==> config.mk <==
export PLATFORM = sky130hd
export DESIGN_NAME = game_state_param
export DESIGN_NICKNAME = d
export VERILOG_FILES = /design/src/rtl/game_pkg.sv /design/src/rtl/game_tally.sv /design/src/rtl/game_state_param.sv
export SDC_FILE = /design/constraint.sdc
export NUM_CORES = 1
export LEC_CHECK = 0
export CAP_MARGIN = 20
export CORE_MARGIN = 3
export CORE_UTILIZATION = 45
export DETAILED_ROUTE_END_ITERATION = 10
export GPL_ROUTABILITY_DRIVEN = 0
export PLACE_DENSITY = 0.74
export SLEW_MARGIN = 20
export SYNTH_ARGS = -nofsm -noshare
export SYNTH_HDL_FRONTEND = slang
export SYNTH_SLANG_ARGS = --single-unit
export TNS_END_PERCENT = 10
==> constraint.sdc <==
create_clock -name clk -period 3.5 [get_ports clk]
set_input_delay 0.7 -clock clk [delete_from_list [all_inputs] [get_ports clk]]
set_output_delay 0.7 -clock clk [all_outputs]
set_load 0.01 [all_outputs]
==> src/rtl/game_pkg.sv <==
// Shared types for the game-state counter: mode, match result and FSM state encodings.
package game_pkg;

    typedef enum logic [1:0] {
        UP_S = 2'b00,
        UP_L = 2'b01,
        DN_S = 2'b10,
        DN_L = 2'b11
    } ctrl_e;

    typedef enum logic [1:0] {
        NONE   = 2'b00,
        LOSER  = 2'b01,
        WINNER = 2'b10
    } who_e;

    typedef enum logic {
        PLAY = 1'b0,
        OVER = 1'b1
    } state_e;

endpackage

==> src/rtl/game_tally.sv <==
// Score tally: plain incrementer with synchronous clear; hit flags the increment that lands on LIMIT.
module game_tally #(
    parameter int unsigned CNT_W = 4,
    parameter int unsigned LIMIT = 15
) (
    input  logic             clk,
    input  logic             rst,
    input  logic             inc,
    input  logic             clr,
    output logic [CNT_W-1:0] cnt,
    output logic             hit
);

    logic [CNT_W-1:0] cnt_q;
    logic [CNT_W-1:0] cnt_d;

    always_comb begin
        cnt_d = cnt_q;
        if (clr)
            cnt_d = '0;
        else if (inc)
            cnt_d = cnt_q + 1'b1;
    end

    always_ff @(posedge clk) begin
        if (rst)
            cnt_q <= '0;
        else
            cnt_q <= cnt_d;
    end

    assign cnt = cnt_q;
    assign hit = inc && (cnt_q == CNT_W'(LIMIT - 1));

endmodule

==> src/rtl/game_state_param.sv <==
// Parametrised game counter: stepped up/down counting with load and pause, scoring
// pulses on reaching MAX or 0, and a one-cycle OVER state when a tally reaches WIN_LIMIT.
module game_state_param
    import game_pkg::*;
#(
    parameter int unsigned WIDTH      = 4,
    parameter int unsigned WIN_LIMIT  = 15,
    parameter int unsigned STEP_SMALL = 1,
    parameter int unsigned STEP_LARGE = 2,
    parameter int unsigned CNT_W      = $clog2(WIN_LIMIT + 1)
) (
    input  logic             clk,
    input  logic             rst,
    input  logic [1:0]       ctrl,
    input  logic             init,
    input  logic [WIDTH-1:0] init_val,
    input  logic             pause,
    output logic [WIDTH-1:0] counter,
    output logic             winner,
    output logic             loser,
    output logic [CNT_W-1:0] win_cnt,
    output logic [CNT_W-1:0] lose_cnt,
    output logic             gameover,
    output logic [1:0]       who
);

    localparam logic [WIDTH-1:0] MAX_VAL = '1;

    state_e           state_q;
    logic [WIDTH-1:0] counter_q;
    logic             winner_q;
    logic             loser_q;
    logic             gameover_q;
    who_e             who_q;

    logic [WIDTH-1:0] step;
    logic [WIDTH-1:0] counter_d;
    logic             count_en;
    logic             win_inc;
    logic             lose_inc;
    logic             win_hit;
    logic             lose_hit;
    logic             tally_clr;

    always_comb begin
        step      = WIDTH'(STEP_SMALL);
        counter_d = counter_q;
        case (ctrl_e'(ctrl))
            UP_S: begin step = WIDTH'(STEP_SMALL); counter_d = counter_q + step; end
            UP_L: begin step = WIDTH'(STEP_LARGE); counter_d = counter_q + step; end
            DN_S: begin step = WIDTH'(STEP_SMALL); counter_d = counter_q - step; end
            DN_L: begin step = WIDTH'(STEP_LARGE); counter_d = counter_q - step; end
            default: begin step = '0; counter_d = counter_q; end
        endcase
    end

    // Only genuine count updates score; loads, pauses and the OVER cycle never do.
    assign count_en  = (state_q == PLAY) && !init && !pause;
    assign win_inc   = count_en && (counter_d == MAX_VAL);
    assign lose_inc  = count_en && (counter_d == '0);
    assign tally_clr = (state_q == OVER);

    game_tally #(
        .CNT_W (CNT_W),
        .LIMIT (WIN_LIMIT)
    ) u_win_tally (
        .clk (clk),
        .rst (rst),
        .inc (win_inc),
        .clr (tally_clr),
        .cnt (win_cnt),
        .hit (win_hit)
    );

    game_tally #(
        .CNT_W (CNT_W),
        .LIMIT (WIN_LIMIT)
    ) u_lose_tally (
        .clk (clk),
        .rst (rst),
        .inc (lose_inc),
        .clr (tally_clr),
        .cnt (lose_cnt),
        .hit (lose_hit)
    );

    always_ff @(posedge clk) begin
        if (rst) begin
            state_q    <= PLAY;
            counter_q  <= '0;
            winner_q   <= 1'b0;
            loser_q    <= 1'b0;
            gameover_q <= 1'b0;
            who_q      <= NONE;
        end else begin
            winner_q   <= 1'b0;
            loser_q    <= 1'b0;
            gameover_q <= 1'b0;
            case (state_q)
                OVER: begin
                    state_q <= PLAY;
                end
                PLAY: begin
                    if (init) begin
                        counter_q <= init_val;
                    end else if (!pause) begin
                        counter_q <= counter_d;
                        winner_q  <= win_inc;
                        loser_q   <= lose_inc;
                        if (win_hit) begin
                            gameover_q <= 1'b1;
                            who_q      <= WINNER;
                            state_q    <= OVER;
                        end else if (lose_hit) begin
                            gameover_q <= 1'b1;
                            who_q      <= LOSER;
                            state_q    <= OVER;
                        end
                    end
                end
                default: state_q <= PLAY;
            endcase
        end
    end

    assign counter  = counter_q;
    assign winner   = winner_q;
    assign loser    = loser_q;
    assign gameover = gameover_q;
    assign who      = who_q;

endmodule

Yosys cells after proc, flatten, opt, wreduce, memory -nomap -nowiden --
Index checks and enable logic that the tools add are counted.
Storage, ports and cells: bits in registers 18, input bits 10, output and inout port bits 17, word-level logic and storage cells 49
Operators by class: add/subtract/negate cells 6, equal/unequal tests 7, mux-type cells 10, bitwise logic cells 3, reductions and logical operators 15
Operators by type and width (count):
- $pmux 4 s4 | 1
- $add 4x1->4 const B | 3
- $eq 4x4->1 const B | 3
- $mux 4 | 2
- $logic_and 1x1->1 | 6
- $add 4x2->4 const B | 1
- $eq 2x2->1 const B | 2
- $logic_not 4->1 | 1
- $mux 1 | 4
- $mux 2 | 2
- $reduce_and 4->1 | 1
- $reduce_or 4->1 | 1
- $sub 4x1->4 const B | 1
- $sub 4x2->4 const B | 1
- $not 1->1 | 3
- $eq 2x1->1 const B | 1
- $logic_not 1->1 | 2
- $logic_not 2->1 | 1
- $ne 2x2->1 const B | 1
- $pmux 1 s2 | 1
- $reduce_and 2->1 | 1
- $reduce_bool 2->1 | 1
- $reduce_or 2->1 | 1

Logic depth before layout (Yosys ltp) --
Gate-level depths: netlist of the first run.
depth in word-level cells 10, depth in mapped cells 10, gate-level depth less buffers 8

Hierarchy --
A second synthesis of the first run with hierarchy kept.
Unflattened totals: cell total of the unflattened synthesis 115, area total of the unflattened synthesis 1026.0 um^2
Modules (own cells, without submodules):
- game_state_param | times used 1, cells each 77, area an instance 625.6 um^2
- game_tally | times used 2, cells each 19, area an instance 200.2 um^2

Least setup slack after synthesis of the first run --
OpenSTA, ideal clock, no wires.
path kind input port to flip-flop, start in ctrl[0], end reg who_q[0], in the netlist who[0], data arrival time 2.607 ns, slack 0.777 ns, stages 10, path buffers 2, cells stage by stage clkbuf_1 nor2b_1 xnor2_1 ha_1 nor3b_1 nor3_1 o31ai_1 clkbuf_1 nand4_1 o211a_1
Between the ends: longest elaborated chain between the ends 7, elaborated cells between the ends (all ways) 14
RTL lines:
- from (decl) | line game_state_param.sv:14 | input logic [1:0] ctrl,
- $eq 2x2->1, or another cell as far along
- $pmux 4 s4 (*) | line game_state_param.sv:48 | case (ctrl_e'(ctrl))
- $eq 4x4->1 / $logic_not 4->1 (equally long branches) | line game_state_param.sv:59, game_state_param.sv:60
- $logic_and 1x1->1 (on tied branches) | line game_state_param.sv:59, game_state_param.sv:60
- $logic_and 1x1->1 | line game_tally.sv:33 | assign hit = inc && (cnt_q == CNT_W'(LIMIT - 1));
- $reduce_bool 2->1 (no line)
- $reduce_and 4->1 (no line)
- to (signal assigned) | line game_state_param.sv:94 | who_q <= NONE;
- to (signal assigned) | line game_state_param.sv:112 | who_q <= WINNER;
- to (signal assigned) | line game_state_param.sv:116 | who_q <= LOSER;
- to (decl) | line game_state_param.sv:34 | who_e who_q;
Every way passes the cells marked *; elsewhere a longest branch is shown, timed or not. A chain may end at the register's enable or synchronous reset.

Worst setup path in the final report of the first run --
start in ctrl[1], end reg state_q
Between the ends: longest elaborated chain between the ends 10, elaborated cells between the ends (all ways) 16
RTL lines:
- $eq 2x2->1, or another cell as far along
- $pmux 4 s4 (*) | line game_state_param.sv:48
- $logic_not 4->1 | line game_state_param.sv:60 | assign lose_inc = count_en && (counter_d == '0);
- $logic_and 1x1->1 | line game_state_param.sv:60
- $logic_and 1x1->1 | line game_tally.sv:33
- $mux 1 | line game_state_param.sv:114 | end else if (lose_hit) begin
- $mux 1 (*) | line game_state_param.sv:110 | if (win_hit) begin
- $mux 1 (*) (2 in series)
- $pmux 1 s2 (*) | line game_state_param.sv:99 | case (state_q)
- to (signal assigned) | line game_state_param.sv:101 | state_q <= PLAY;
- to (signal assigned) | line game_state_param.sv:113 | state_q <= OVER;
- to (signal assigned) | line game_state_param.sv:117 | state_q <= OVER;
- to (decl) | line game_state_param.sv:29 | state_e state_q;
Marked as above.

==> results of run 1 <==
## power groups by stage
stage	combinational [mW]	sequential (mW)	clock, mW
3_5_place_dp	0.113	0.212	0
4_1_cts	0.114	0.207	0.111
3_3_place_gp	0.110	0.211	0
5_1_grt	0.128	0.208	0.118
6_report	0.115	0.207	0.108
2_1_floorplan	0.0749	0.212	0
## sequential cells by signal, indices dropped and copies added, names as in the netlist
signal            count
counter               4
loser                 1
state_q               1
u_lose_tally.cnt      4
u_win_tally.cnt       4
who                   2
winner                1
## routing by layer
metal,track usage,part of all wire,vias to the layer above
met5,0,0,-
met4,0.0567,0.011,0
met3,0.0402,0.054,4
met2,0.305,0.47,34
met1,0.276,0.47,507
li1,-,-,548
## cells in the mapped netlist (all sizes together) (4+ instances only)
master | instances | area (um^2)
a21oi | 9 | 45.0
a31oi | 4 | 25.0
clkbuf | 5 | 18.8
dfxtp | 17 | 340
ha | 5 | 62.6
inv | 7 | 26.3
nand2 | 10 | 37.5
nand3 | 6 | 30.0
nor2 | 5 | 18.8
o21ai | 4 | 20.0
o31ai | 4 | 30.0
or4 | 4 | 30.0
## worst max path at each step
stage	from	to	slack [ps]
final	ctrl[1]	state_q$_SDFF_PP0_	640
after global routing	ctrl[1]	u_win_tally.cnt[2]$_SDFFE_PP0P_	340
after CTS	ctrl[1]	state_q$_SDFF_PP0_	630
after detailed placement	ctrl[1]	state_q$_SDFF_PP0_	340
after global placement	ctrl[1]	state_q$_SDFF_PP0_	400
after floorplan	ctrl[0]	who[0]$_SDFFE_PP0P_	780
## logic make-up (layout without fill, tap and decap cells)
logic type	Yosys count	count (layout)	share of synthesized area
compound gates	38	38	0.239
buf+inv	13	40	0.0521
simple gates	53	53	0.287
fa+ha+maj	6	6	0.0765
flops	17	17	0.315
xor+xnor	2	2	0.0301
## metrics by stage
step	util	instances	hold slack, ps	setup slack, ps
2_1_floorplan	-	129	487	777
3_3_place_gp	0.607	180	456	401
3_5_place_dp	0.607	180	459	342
4_1_cts	0.619	184	475	634
5_1_grt	0.619	184	507	337
6_report	0.619	184	475	637
## cell type report
type | count | area (um^2)
Inverter | 7 | 26.3
Clock buffer | 3 | 22.5
Clock inverter | 1 | 5.00
Tap cell | 28 | 35.0
Sequential cell | 17 | 340
Timing Repair Buffer | 29 | 283
Multi-Input combinational cell | 99 | 683
Fill cell | 218 | 860
## worst max-delay path, stage by stage
cell	delay, ps
clkdlybuf4s50_1	580
nor2b_1	190
xnor2_1	90
ha_1	190
and2b_1	170
nor3_1	250
o31ai_1	120
buf_4	180
or4_1	500
a21oi_1	120
==> out/qor.txt, run 1 <==
============================================================================
Detailed Route Iter0 Violations ...............................           25
Post-synthesis instance area .................................. 0.00108 mm^2
Arrival time at the worst endpoint ............................      3090 ps
Final Cycle Share .............................................        0.818
Initial cell density of the core ..............................        0.479
Number of max-cap violations ..................................            0
Final critical-path required period ...........................      2860 ps
Switching power ...............................................       139 uW
Routed length per instance ....................................      14.3 um
Dpl hpwl ......................................................      1980 um
R2R depth .....................................................            9
First-pass GRT wire length ....................................      4410 um
Measured slew at the worst slew-check pin .....................       505 ps
Cell Area, Placed ............................................. 0.00137 mm^2
F_max .........................................................    0.349 GHz
Crit path capture type ........................................         flop
Number of antenna-violating nets in the routed design .........            0
Total number of vias ..........................................         1093
Clock insertion delay at the later pin of the skew report .....       290 ps
Startpoint kind of the worst setup timing path ................    input pin
Setup-failing EPs final .......................................            0
Yosys synthesis warning count .................................            0
Clock-pin transition on the worst setup and hold timing paths .       110 ps
Synthesized instance count ....................................          129
Async SR Flop Fraction ........................................            0
Worst hold path depth .........................................            2
Total count of max-transition violations in the final report ..            0
Category of the most critical setup path ...................... input pin to flop
Maximum VDD drop ..............................................     0.187 mV
Post-synthesis sequential area ratio ..........................        0.315
Count of pins on the block boundary ...........................           27
Initial DRT Pass Iterations ...................................            4
Leak ..........................................................     0.538 nW
Synth-to-layout area growth ...................................        29.2%
Startpoint of the most critical register-to-register path ..... counter[1]$_SDFFE_PP0P_
Net count after synthesis .....................................          145
Beginning of the worst hold path .............................. who[1]$_SDFFE_PP0P_
Sequential Power Share ........................................        0.481
Part of the power in combinational logic ......................        0.267
Max Buffers Root-to-Sink ......................................            2
Critical-path maximum fanout ..................................           13
Ratio of routed vias to standard cells ........................         5.94
Sw Share ......................................................        0.322
Clock tree from TritonCTS .....................................        built
Status ........................................................ finished, final reports clean
Highest-count cells in the layout ignoring fill and taps ...... clkdlybuf4s50_1, dfxtp_1, nand2_1, a21oi_1, inv_1
Setup TNS Final ...............................................         0 ps
Number of buffers inserted to repair setup after CTS ..........            0
Die outline width .............................................      55.0 um
Post-layout power .............................................       431 uW
Final-report hold violation count .............................            0
Req. time, crit path ..........................................      3730 ps
Core area ..................................................... 0.00225 mm^2
Most common library cell in the layout ignoring fill and taps . clkdlybuf4s50_1
Hold buffer count at CTS ......................................            0
Total track usage .............................................        0.198
Final layout net count ........................................          173
Worst hold path class ......................................... flop to flop
Largest net degree at the start of global routing .............           18
Die outline area .............................................. 0.00302 mm^2
Sum of routed wire length over all layers .....................      2630 um
Buffers added on ports ........................................           26
Via count of the first global-routing pass ....................          991
Count of cell types in the netlist ............................           41
R2R Setup Slk .................................................      1110 ps
Antenna violations before repair ..............................            0
Unrepaired setup endpoints after global routing ...............           no
Proportion of layout cells with a drive suffix above 1 ........       0.0577
Setup Skew ....................................................      5.18 ps
Deepest level of the CTS H-tree ...............................            1
#FFs+latches synth ............................................           17
Power per cell area ...........................................  309 mW/mm^2
Final design area excluding fillers ........................... 0.00140 mm^2
Design internal power .........................................       292 uW
Resize count post-CTS .........................................            0
Clock Power Share .............................................        0.251
EDFF count, synth .............................................            0
Number of antenna cells inserted ..............................            0
Terminating pin of the worst hold path ........................ who[1]$_SDFFE_PP0P_
GRT Residual Overflow .........................................            0
Floorplan die height ..........................................      55.0 um
Commonest register cell after synthesis .......................      dfxtp_1
Total clock buffers created by CTS ............................            3
Root buffer cell ..............................................     clkbuf_4
Number of clock sinks .........................................           17
Post-detailed-route DRC marker count ..........................            0
Headroom to the max-slew limit ................................        0.659
Mapped Avg Cell Area ..........................................    8.37 um^2
Cell row count ................................................           17
Endpoint of the worst-slack reg-to-reg timing path ............ state_q$_SDFF_PP0_
============================================================================
Note: power is estimated with default switching activity, not from simulation.
==> run 2, diff against run 1 <==
--- a/config.mk
+++ b/config.mk
@@ -7,7 +7,7 @@
 export LEC_CHECK = 0
 export CAP_MARGIN = 20
 export CORE_MARGIN = 3
-export CORE_UTILIZATION = 45
+export CORE_UTILIZATION = 43
 export DETAILED_ROUTE_END_ITERATION = 10
 export GPL_ROUTABILITY_DRIVEN = 0
 export PLACE_DENSITY = 0.74
==> constraint.sdc (replaced) <==
create_clock -name clk -period 2.3 [get_ports clk]
set_input_delay 0.46 -clock clk [delete_from_list [all_inputs] [get_ports clk]]
set_output_delay 0.46 -clock clk [all_outputs]
set_load 0.01 [all_outputs]
==> out/qor.txt, run 2 (synthesized netlist as in run 1, its figures left out) <==
============================================================================
Status ........................................................ finished, final reports clean
Routed length per instance ....................................      14.6 um
Clock-pin transition on the worst setup and hold timing paths .       100 ps
Number of clock sinks .........................................           17
Sw Share ......................................................        0.316
Deepest level of the CTS H-tree ...............................            1
Setup Skew ....................................................      2.01 ps
Final critical-path required period ...........................      2250 ps
Synth-to-layout area growth ...................................        41.6%
Initial DRT Pass Iterations ...................................            4
Highest-count cells in the layout ignoring fill and taps ...... clkdlybuf4s50_1, buf_4, dfxtp_1, nand2_1, a21oi_1
Final Core Density ............................................        0.666
Core area ..................................................... 0.00230 mm^2
Final-report hold violation count .............................            0
First-pass GRT wire length ....................................      5040 um
Cell row count ................................................           17
Initial cell density of the core ..............................        0.470
F_max .........................................................    0.444 GHz
Unrepaired setup endpoints after global routing ...............          yes
Total number of vias ..........................................         1171
Part of the power in combinational logic ......................        0.322
Ratio of routed vias to standard cells ........................         5.86
Floorplan die height ..........................................      56.1 um
Total track usage .............................................        0.194
Post-Route Hold Slack .........................................       490 ps
Switching power ...............................................       224 uW
Max Buffers Root-to-Sink ......................................            2
Leak ..........................................................     0.621 nW
Die outline area .............................................. 0.00315 mm^2
Sum of routed wire length over all layers .....................      2930 um
Cell count after placement ....................................          195
Antenna violations before repair ..............................            0
Detailed Route Iter0 Violations ...............................           32
Measured slew at the worst slew-check pin .....................       437 ps
Setup TNS Final ...............................................         0 ps
Setup-failing EPs final .......................................            0
Clock Power Share .............................................        0.238
Headroom to the max-slew limit ................................        0.708
Category of the most critical setup path ...................... input pin to flop
Critical-path maximum fanout ..................................            8
Sequential Power Share ........................................        0.440
Root buffer cell ..............................................     clkbuf_4
Die outline width .............................................      56.1 um
Largest net degree at the start of global routing .............           14
Total count of max-transition violations in the final report ..            0
Count of pins on the block boundary ...........................           27
Clock tree from TritonCTS .....................................        built
Final Cycle Share .............................................        0.980
GRT Residual Overflow .........................................            0
Design internal power .........................................       484 uW
Via count of the first global-routing pass ....................         1120
R2R Setup Slk .................................................       200 ps
Clock insertion delay at the later pin of the skew report .....       300 ps
Most common library cell in the layout ignoring fill and taps . clkdlybuf4s50_1
Number of antenna-violating nets in the routed design .........            0
Req. time, crit path ..........................................      2530 ps
Startpoint kind of the worst setup timing path ................    input pin
Crit path capture type ........................................         flop
Maximum VDD drop ..............................................     0.335 mV
Power per cell area ...........................................  463 mW/mm^2
Total clock buffers created by CTS ............................            3
Final layout net count ........................................          189
Worst hold path class ......................................... flop to flop
Post-route non-filler standard cell count .....................          200
Proportion of layout cells with a drive suffix above 1 ........        0.163
Dpl hpwl ......................................................      2220 um
Post-detailed-route DRC marker count ..........................            0
Buffers added on ports ........................................           26
Hold buffer count at CTS ......................................            0
Post-layout power .............................................       708 uW
Number of antenna cells inserted ..............................            0
Number of max-cap violations ..................................            0
Arrival time at the worst endpoint ............................      2480 ps
============================================================================
==> run 2: changes by cell type in the layout (fill, tap and decap cells not counted) <==
cell             previous run  this run
o311ai_1                    0         2
o311ai_0                    3         1
nor3b_2                     0         2
nor2b_2                     0         1
nor3_1                      3         2
clkbuf_1                    0         1
clkdlybuf4s50_1            26        24
dlygate4sd2_1               0         2
nor2b_1                     1         0
clkinv_2                    1         0
nor3b_1                     2         0
nor3_2                      0         1
buf_4                       3        19
==> run 2: layer usage <==
metal	vias to the layer above	routed length [um]	GRT usage
met2	33	1410	0.331
met4	0	33	0.0542
met1	552	1330	0.244
met3	6	157	0.0418
met5	-	0	0
li1	580	-	-
==> run 2: layout make-up <==
type | count | area [um^2]
flip-flops and latches | 17 | 340
well taps | 28 | 35.0
clock buffers | 4 | 26.3
multi-input cells | 99 | 701
fillers | 208 | 768
repair buffers | 45 | 400
inverters | 7 | 26.3
==> run 2: worst max-delay path, cell delays in order <==
cell	delay, ps
dlygate4sd2_1	260
nor2b_2	160
xnor2_1	120
ha_1	200
nor3b_2	220
o21a_1	200
o31ai_1	70
buf_4	160
or4_1	500
a21oi_1	120
==> run 2: power by group through the flow <==
stage / logic, mW / registers, mW / clock network, mW
2_1_floorplan: 0.115 / 0.322 / 0
3_3_place_gp: 0.215 / 0.318 / 0
3_5_place_dp: 0.219 / 0.318 / 0
4_1_cts: 0.225 / 0.311 / 0.171
5_1_grt: 0.248 / 0.313 / 0.183
6_report: 0.228 / 0.312 / 0.168
==> run 2: path summary, 6_finish.rpt <==
kind,startpoint,endpoint,cells past startpoint
worst max register to register,counter[2]$_SDFFE_PP0P_,state_q$_SDFF_PP0_,7
worst min-delay path,who[1]$_SDFFE_PP0P_,who[1]$_SDFFE_PP0P_,2
worst min register to register,who[1]$_SDFFE_PP0P_,who[1]$_SDFFE_PP0P_,2
worst max-delay path,ctrl[1],state_q$_SDFF_PP0_,10
==> run 2: repair_timing <==
| item | CTS | global route |
|---|---|---|
| setup buffers | 1 | 0 |
| endpoints found under the hold margin | 0 | 0 |
| pin swaps | 2 | 2 |
| setup endpoints to repair | 13 | 9 |
| resized for setup | 6 | 2 |
| gates cloned | 0 | 0 |
==> run 2: per-stage QoR <==
| stage | setup slack, ps | cell area [um^2] |
|---|---|---|
| after floorplan | 1.76 | 1080 |
| after global placement | -484 | 1480 |
| after detailed placement | -528 | 1480 |
| after CTS | 53.8 | 1530 |
| after global routing | -59.5 | 1530 |
| final | 45.6 | 1530 |
